`src/rtl/voting_machine_pkg.sv`:
```
// -----------------------------------------------------------------------------
// voting_machine_pkg
// Shared constants and types for the four-candidate voting machine.
//   CNT_W        width of each candidate tally and of the LED bus
//   PRESS_CYCLES consecutive high cycles a button needs to count as one press
//   LED_HOLD     cycles the LEDs stay all-on after a recorded vote
//   NUM_CAND     number of candidates / buttons
// -----------------------------------------------------------------------------
package voting_machine_pkg;

  localparam int CNT_W        = 8;
  localparam int PRESS_CYCLES = 10;
  localparam int LED_HOLD     = 10;
  localparam int NUM_CAND     = 4;

  localparam int HOLD_W = $clog2(LED_HOLD + 1);

  localparam logic MODE_VOTE   = 1'b0;
  localparam logic MODE_RESULT = 1'b1;

  typedef logic [CNT_W-1:0] cnt_t;

endpackage

```
`src/rtl/voting_machine_if.sv`:
```
// -----------------------------------------------------------------------------
// voting_machine_if
// Board-side signal bundle of the voting machine.
//   mode            0 = vote, 1 = result
//   button1..4      candidate buttons, active-high, synchronous to clk
//   led             confirmation flash or tally display
// Modports: master (board / bench side), slave (voting_machine side).
// -----------------------------------------------------------------------------
interface voting_machine_if;
  import voting_machine_pkg::*;

  logic mode;
  logic button1;
  logic button2;
  logic button3;
  logic button4;
  cnt_t led;

  modport master (
    output mode, button1, button2, button3, button4,
    input  led
  );

  modport slave (
    input  mode, button1, button2, button3, button4,
    output led
  );

endinterface

```
`src/rtl/voting_machine_button_control.sv`:
```
// -----------------------------------------------------------------------------
// button_control
// Qualifies one push-button: a press must stay high PRESS_LIMIT consecutive
// cycles, and produces a single-cycle valid_vote however long it is held.
//   clk         system clock
//   reset       asynchronous, active-low
//   button      raw button level, synchronous to clk
//   valid_vote  one-cycle pulse on the cycle the press counter reaches limit
// -----------------------------------------------------------------------------
module button_control
  import voting_machine_pkg::*;
#(
  parameter int PRESS_LIMIT = PRESS_CYCLES
) (
  input  logic clk,
  input  logic reset,
  input  logic button,
  output logic valid_vote
);

  localparam int            W     = $clog2(PRESS_LIMIT + 1);
  localparam logic [W-1:0]  LIMIT = W'(PRESS_LIMIT);

  logic [W-1:0] press_cnt;
  // Cleared by reset and set once the button is seen low, so a button held
  // through reset has to be released before it can vote.
  logic         armed;

  always_ff @(posedge clk or negedge reset) begin
    if (!reset) begin
      press_cnt  <= '0;
      armed      <= 1'b0;
      valid_vote <= 1'b0;
    end else begin
      valid_vote <= 1'b0;
      if (!button) begin
        press_cnt <= '0;
        armed     <= 1'b1;
      end else if (armed && press_cnt != LIMIT) begin
        press_cnt  <= press_cnt + 1'b1;
        valid_vote <= (press_cnt == LIMIT - 1'b1);
      end
    end
  end

endmodule

```
`src/rtl/voting_machine.sv`:
```
// -----------------------------------------------------------------------------
// voting_machine
// Four-candidate voting machine. In vote mode a qualified press logs one vote
// and flashes the LEDs all-on; in result mode the LEDs show the tally of the
// lowest-numbered button currently held.
//   clk    system clock
//   reset  asynchronous, active-low
//   bus    voting_machine_if.slave (mode, button1..4 in; led out)
// Build option: define VOTING_MACHINE_SAT_EN to make tallies saturate at
// their maximum instead of wrapping.
// -----------------------------------------------------------------------------
module voting_machine
  import voting_machine_pkg::*;
(
  input  logic             clk,
  input  logic             reset,
  voting_machine_if.slave  bus
);

  logic [NUM_CAND-1:0] btn;
  logic [NUM_CAND-1:0] valid;
  logic                log_vote;
  cnt_t                tally [NUM_CAND];
  logic [HOLD_W-1:0]   hold;
  cnt_t                led_q;
  cnt_t                led_next;

  assign btn = {bus.button4, bus.button3, bus.button2, bus.button1};

  for (genvar i = 0; i < NUM_CAND; i++) begin : g_btn
    button_control #(.PRESS_LIMIT(PRESS_CYCLES)) u_btn (
      .clk        (clk),
      .reset      (reset),
      .button     (btn[i]),
      .valid_vote (valid[i])
    );
  end

  function automatic cnt_t bump(input cnt_t c);
`ifdef VOTING_MACHINE_SAT_EN
    return (c == '1) ? c : c + 1'b1;
`else
    return c + 1'b1;
`endif
  endfunction

  // Simultaneous qualified presses form an invalid ballot and are dropped.
  assign log_vote = $onehot(valid) && (bus.mode == MODE_VOTE);

  always_ff @(posedge clk or negedge reset) begin
    if (!reset) begin
      for (int i = 0; i < NUM_CAND; i++) tally[i] <= '0;
    end else if (log_vote) begin
      for (int i = 0; i < NUM_CAND; i++)
        if (valid[i]) tally[i] <= bump(tally[i]);
    end
  end

  // The flash still fires on a saturated tally since it tracks log_vote.
  always_ff @(posedge clk or negedge reset) begin
    if (!reset)                    hold <= '0;
    else if (bus.mode == MODE_RESULT) hold <= '0;
    else if (log_vote)             hold <= HOLD_W'(LED_HOLD);
    else if (hold != '0)           hold <= hold - 1'b1;
  end

  always_comb begin
    led_next = '0;
    if (bus.mode == MODE_VOTE) begin
      if (hold != '0) led_next = '1;
    end else begin
      if      (btn[0]) led_next = tally[0];
      else if (btn[1]) led_next = tally[1];
      else if (btn[2]) led_next = tally[2];
      else if (btn[3]) led_next = tally[3];
    end
  end

  always_ff @(posedge clk or negedge reset) begin
    if (!reset) led_q <= '0;
    else        led_q <= led_next;
  end

  assign bus.led = led_q;

endmodule

```
`src/flat_wrapper.sv`:
```
// flat-port wrapper written by rule: the top's interface ports become plain ports
module voting_machine_flat import voting_machine_pkg::*;
  (clk, reset, bus_mode, bus_button1, bus_button2, bus_button3, bus_button4, bus_led);
  voting_machine_if bus_i ();
  input  logic clk;
  input  logic reset;
  input wire logic [$bits(bus_i.mode)-1:0] bus_mode;
  input wire logic [$bits(bus_i.button1)-1:0] bus_button1;
  input wire logic [$bits(bus_i.button2)-1:0] bus_button2;
  input wire logic [$bits(bus_i.button3)-1:0] bus_button3;
  input wire logic [$bits(bus_i.button4)-1:0] bus_button4;
  output wire logic [$bits(bus_i.led)-1:0] bus_led;
  assign bus_i.mode = bus_mode;
  assign bus_i.button1 = bus_button1;
  assign bus_i.button2 = bus_button2;
  assign bus_i.button3 = bus_button3;
  assign bus_i.button4 = bus_button4;
  assign bus_led = bus_i.led;
  voting_machine u_core (.clk(clk), .reset(reset), .bus(bus_i));
endmodule
```
`config.mk`:
```
export PLATFORM = sky130hd
export DESIGN_NAME = voting_machine_flat
export DESIGN_NICKNAME = d
export VERILOG_FILES = /design/src/rtl/voting_machine_pkg.sv /design/src/rtl/voting_machine_if.sv /design/src/rtl/voting_machine_button_control.sv /design/src/rtl/voting_machine.sv /design/src/flat_wrapper.sv
export SDC_FILE = /design/constraint.sdc
export NUM_CORES = 1
export LEC_CHECK = 0
export ABC_AREA = 1
export CORE_UTILIZATION = 65
export CTS_CLUSTER_DIAMETER = 150
export DETAILED_ROUTE_END_ITERATION = 7
export HOLD_SLACK_MARGIN = 0.08
export PLACE_DENSITY = 0.82
export RECOVER_POWER = 25
export SLEW_MARGIN = 20
export SYNTH_ARGS = -nofsm -noshare
export SYNTH_HDL_FRONTEND = slang
export SYNTH_SLANG_ARGS = --single-unit
```
`constraint.sdc`:
```
create_clock -name clk -period 5.1 [get_ports clk]
set_input_delay 1.02 -clock clk [delete_from_list [all_inputs] [get_ports clk]]
set_output_delay 1.02 -clock clk [all_outputs]
set_load 0.005 [all_outputs]
```
==> results.sh <==
export IMPL_rows=28
export IMPL_r2r_cells=9
export IMPL_worstPathArrival_ps=2680
export IMPL_hold_depth=1
export IMPL_layout_commonest_cell="nand2_1"
export IMPL_critPathTopFamily="adder cells"
export IMPL_skew_ps=7.907
export IMPL_synth_top_cell_by_area="dfrtp_1"
export IMPL_p_total_mw=1.233
export IMPL_final_cell_mix="nand2_1 (195), dfrtp_1 (68), inv_1 (55)"
export IMPL_async_reset_ff_frac=1.000
export IMPL_synth_nets=544
export IMPL_slew_viol_final=0
export IMPL_synth_compound_area_frac=0.06422
export IMPL_critPathMaxFanout=12
export IMPL_grt_pass1_wl_um=13440
export IMPL_fmaxAchievable_mhz=410.6
export IMPL_cts_resized=0
export IMPL_path_depth=9
export IMPL_route_detailed_drc=0
export IMPL_cp_required_ps=5350
export IMPL_die_y_um=80.01
export IMPL_critical_path_cell_chain="ha_1 -> ha_1 -> fa_1 -> nor2_4 -> nand3_4 -> nor2_4 -> inv_1 -> nand2_1 -> nand2_1"
export IMPL_die_x_um=80.01
export IMPL_hold_buffers=0
export IMPL_ys_ff_latch=68
export IMPL_worstMarginPinSlew_ps=1454
export IMPL_post_cts_setup_buffers=0
export IMPL_synth_fa_ha_area_frac=0.06833
export IMPL_syn_area_sq_mm=0.003955
export IMPL_synth_xor_area_share=0.03480
export IMPL_end_kind="register"
export IMPL_grt_max_degree=43
export IMPL_ys_seq_area_frac=0.4302
export IMPL_dieArea_sq_mm=0.006401
export IMPL_synth_flop_cell="dfrtp_1"
export IMPL_dp_hpwl_um=5741
export IMPL_path_buf_inv=1
export IMPL_diodes=0
export IMPL_slowest_stage="fa_1"
export IMPL_cp_slowest_stage_delay_ps=480
export IMPL_antenna_found_initial=0
export IMPL_htree_levels=3
export IMPL_clock_root_buffer="clkbuf_8"
export IMPL_cts_clk_slew_worst_paths_ps=70
export IMPL_tritoncts="built"
export IMPL_powerDensity_mw_per_mm2=287.3
export IMPL_syn_inst=516
export IMPL_rsz0062_at_grt="false"
export IMPL_initial_core_util=0.6720
export IMPL_numCtsBuffers=9
export IMPL_pin_count=15
export IMPL_antenna_left=0
export IMPL_maxSlewHeadroom=0.03052
export IMPL_p_leak_nw=2.188
export IMPL_cap_violations=0
export IMPL_drt_pre_antenna_iters=4
export IMPL_hp_class="reg2reg"
export IMPL_wl_um=7832
export IMPL_start_kind="register"
export IMPL_fin_crit_sh=0.4775
export IMPL_area_delta_synth_final_pct=8.478
export IMPL_place_congestion=0.8707
export IMPL_io_buffers=14
export IMPL_max_vdd_ir_drop_mv=0.2050
export IMPL_clock_sinks=68
export IMPL_crit_type="reg2reg"
export IMPL_synthTopCellsByArea="dfrtp_1 (43%), nand2_1 (19%), ha_1 (6.3%)"
export IMPL_via_per_inst=5.450
export IMPL_grt_overflow=0
export IMPL_hold_violations=0
export IMPL_synth_top_family_by_area="simple AND/OR/NAND/NOR gates"
export IMPL_track_usage=0.2794
export IMPL_yosysWarnings=0
export IMPL_fin_crit_ps=2435
export IMPL_synth_mux_area_frac=0
export IMPL_routedWlPerCell_um=12.86
export IMPL_drt_iter0_drc=196
export IMPL_status="finished clean"
export IMPL_yosys_area_share_simple=0.3319
export IMPL_ys_types=28
export IMPL_layout_setup_ws_ps=2665
export IMPL_nets=558
export IMPL_cts_buffer_depth=2
export IMPL_clkLatencyLatePin_ps=350
export IMPL_post_dp_cell_area_sq_mm=0.004123
export IMPL_core_sq_mm=0.005886
export IMPL_final_layout_size_suffix_gt1_frac=0.06554
export IMPL_synth_edf_count=0
export IMPL_fin_area_sq_mm=0.004290
export IMPL_finalSetupViolations=0
export IMPL_synth_avg_cell_area_sq_um=7.665
export IMPL_yosys_area_top_type_share=0.4302
export IMPL_setup_tns_ps=0
export IMPL_dr_total_vias=3319
export IMPL_grt_pass1_vias=3020
export IMPL_place_ws_ps=2349
## cell families after synthesis
family	Yosys count
flops	68
xor+xnor	14
simple gates	297
fa+ha+maj	21
compound gates	48
buf+inv	68
## sequential cells by signal (all words and copies together), names as in the netlist
signal / count
u_core.bus.led: 8
u_core.g_btn.u_btn.valid_vote: 4
u_core.hold: 4
u_core.g_btn.u_btn.armed: 4
u_core.tally: 32
u_core.g_btn.u_btn.press_cnt: 16
## layout make-up
class / count / area (sq um)
timing repair buffer: 15 / 141.4
multi-input combinational: 380 / 1974
tap: 75 / 93.84
inverter: 56 / 210.2
clock buffer: 13 / 158.9
clock inverter: 2 / 10.01
fill: 467 / 1595
sequential: 68 / 1702
## through the flow
stage	cells	utilization	hold slack, ps
floorplan	516	-	440.0
global placement	594	0.7005	458.1
detailed placement	594	0.7005	453.2
CTS	609	0.7292	473.1
global route	609	0.7290	482.6
finish	609	0.7290	474.8
## synth_stat cells, types with 2 or more instances
cell      number
dfrtp_1       68
a21oi_1       15
nand3_1       48
or2_2         10
nand4_1        7
buf_2          7
nand3b_1       6
nor2_4         3
nand2_1      195
inv_1         55
buf_6          2
xor2_1         8
xor2_2         2
ha_1          20
nor2_1        19
xnor2_1        4
o21bai_1       4
o21ai_0       28
clkbuf_1       3
nor3_1         4
## power by group
group / total, mW / internal, mW / switching, mW
clock: 0.387 / 0.199 / 0.188
sequential: 0.626 / 0.589 / 0.0372
combinational: 0.219 / 0.0986 / 0.121
## routing by layer
layer  track usage  part of all wire  up-vias
li1              -                 -     1660
met1        0.3774              0.45     1562
met4        0.1018             0.017        0
met2        0.4342              0.47       79
met5             0                 0        -
met3       0.07200             0.058       18
## final timing paths
kind                                                                   to                                  startpoint  slack, ps
setup / recovery                             u_core.tally[31]$_DFFE_PN0P_  u_core.g_btn[1].u_btn.valid_vote$_DFF_PN0_       2660
hold / removal                    u_core.g_btn[2].u_btn.armed$_DFFE_PN0N_     u_core.g_btn[2].u_btn.armed$_DFFE_PN0N_        470
setup reg to reg                             u_core.tally[31]$_DFFE_PN0P_  u_core.g_btn[1].u_btn.valid_vote$_DFF_PN0_       2660
hold reg to reg                   u_core.g_btn[2].u_btn.armed$_DFFE_PN0N_     u_core.g_btn[2].u_btn.armed$_DFFE_PN0N_        470
max in group asynchronous      u_core.g_btn[1].u_btn.valid_vote$_DFF_PN0_                                       reset       2860
min in group asynchronous  u_core.g_btn[2].u_btn.press_cnt[3]$_DFFE_PN0P_                                       reset       1000
(Power assumes the default switching activity.)
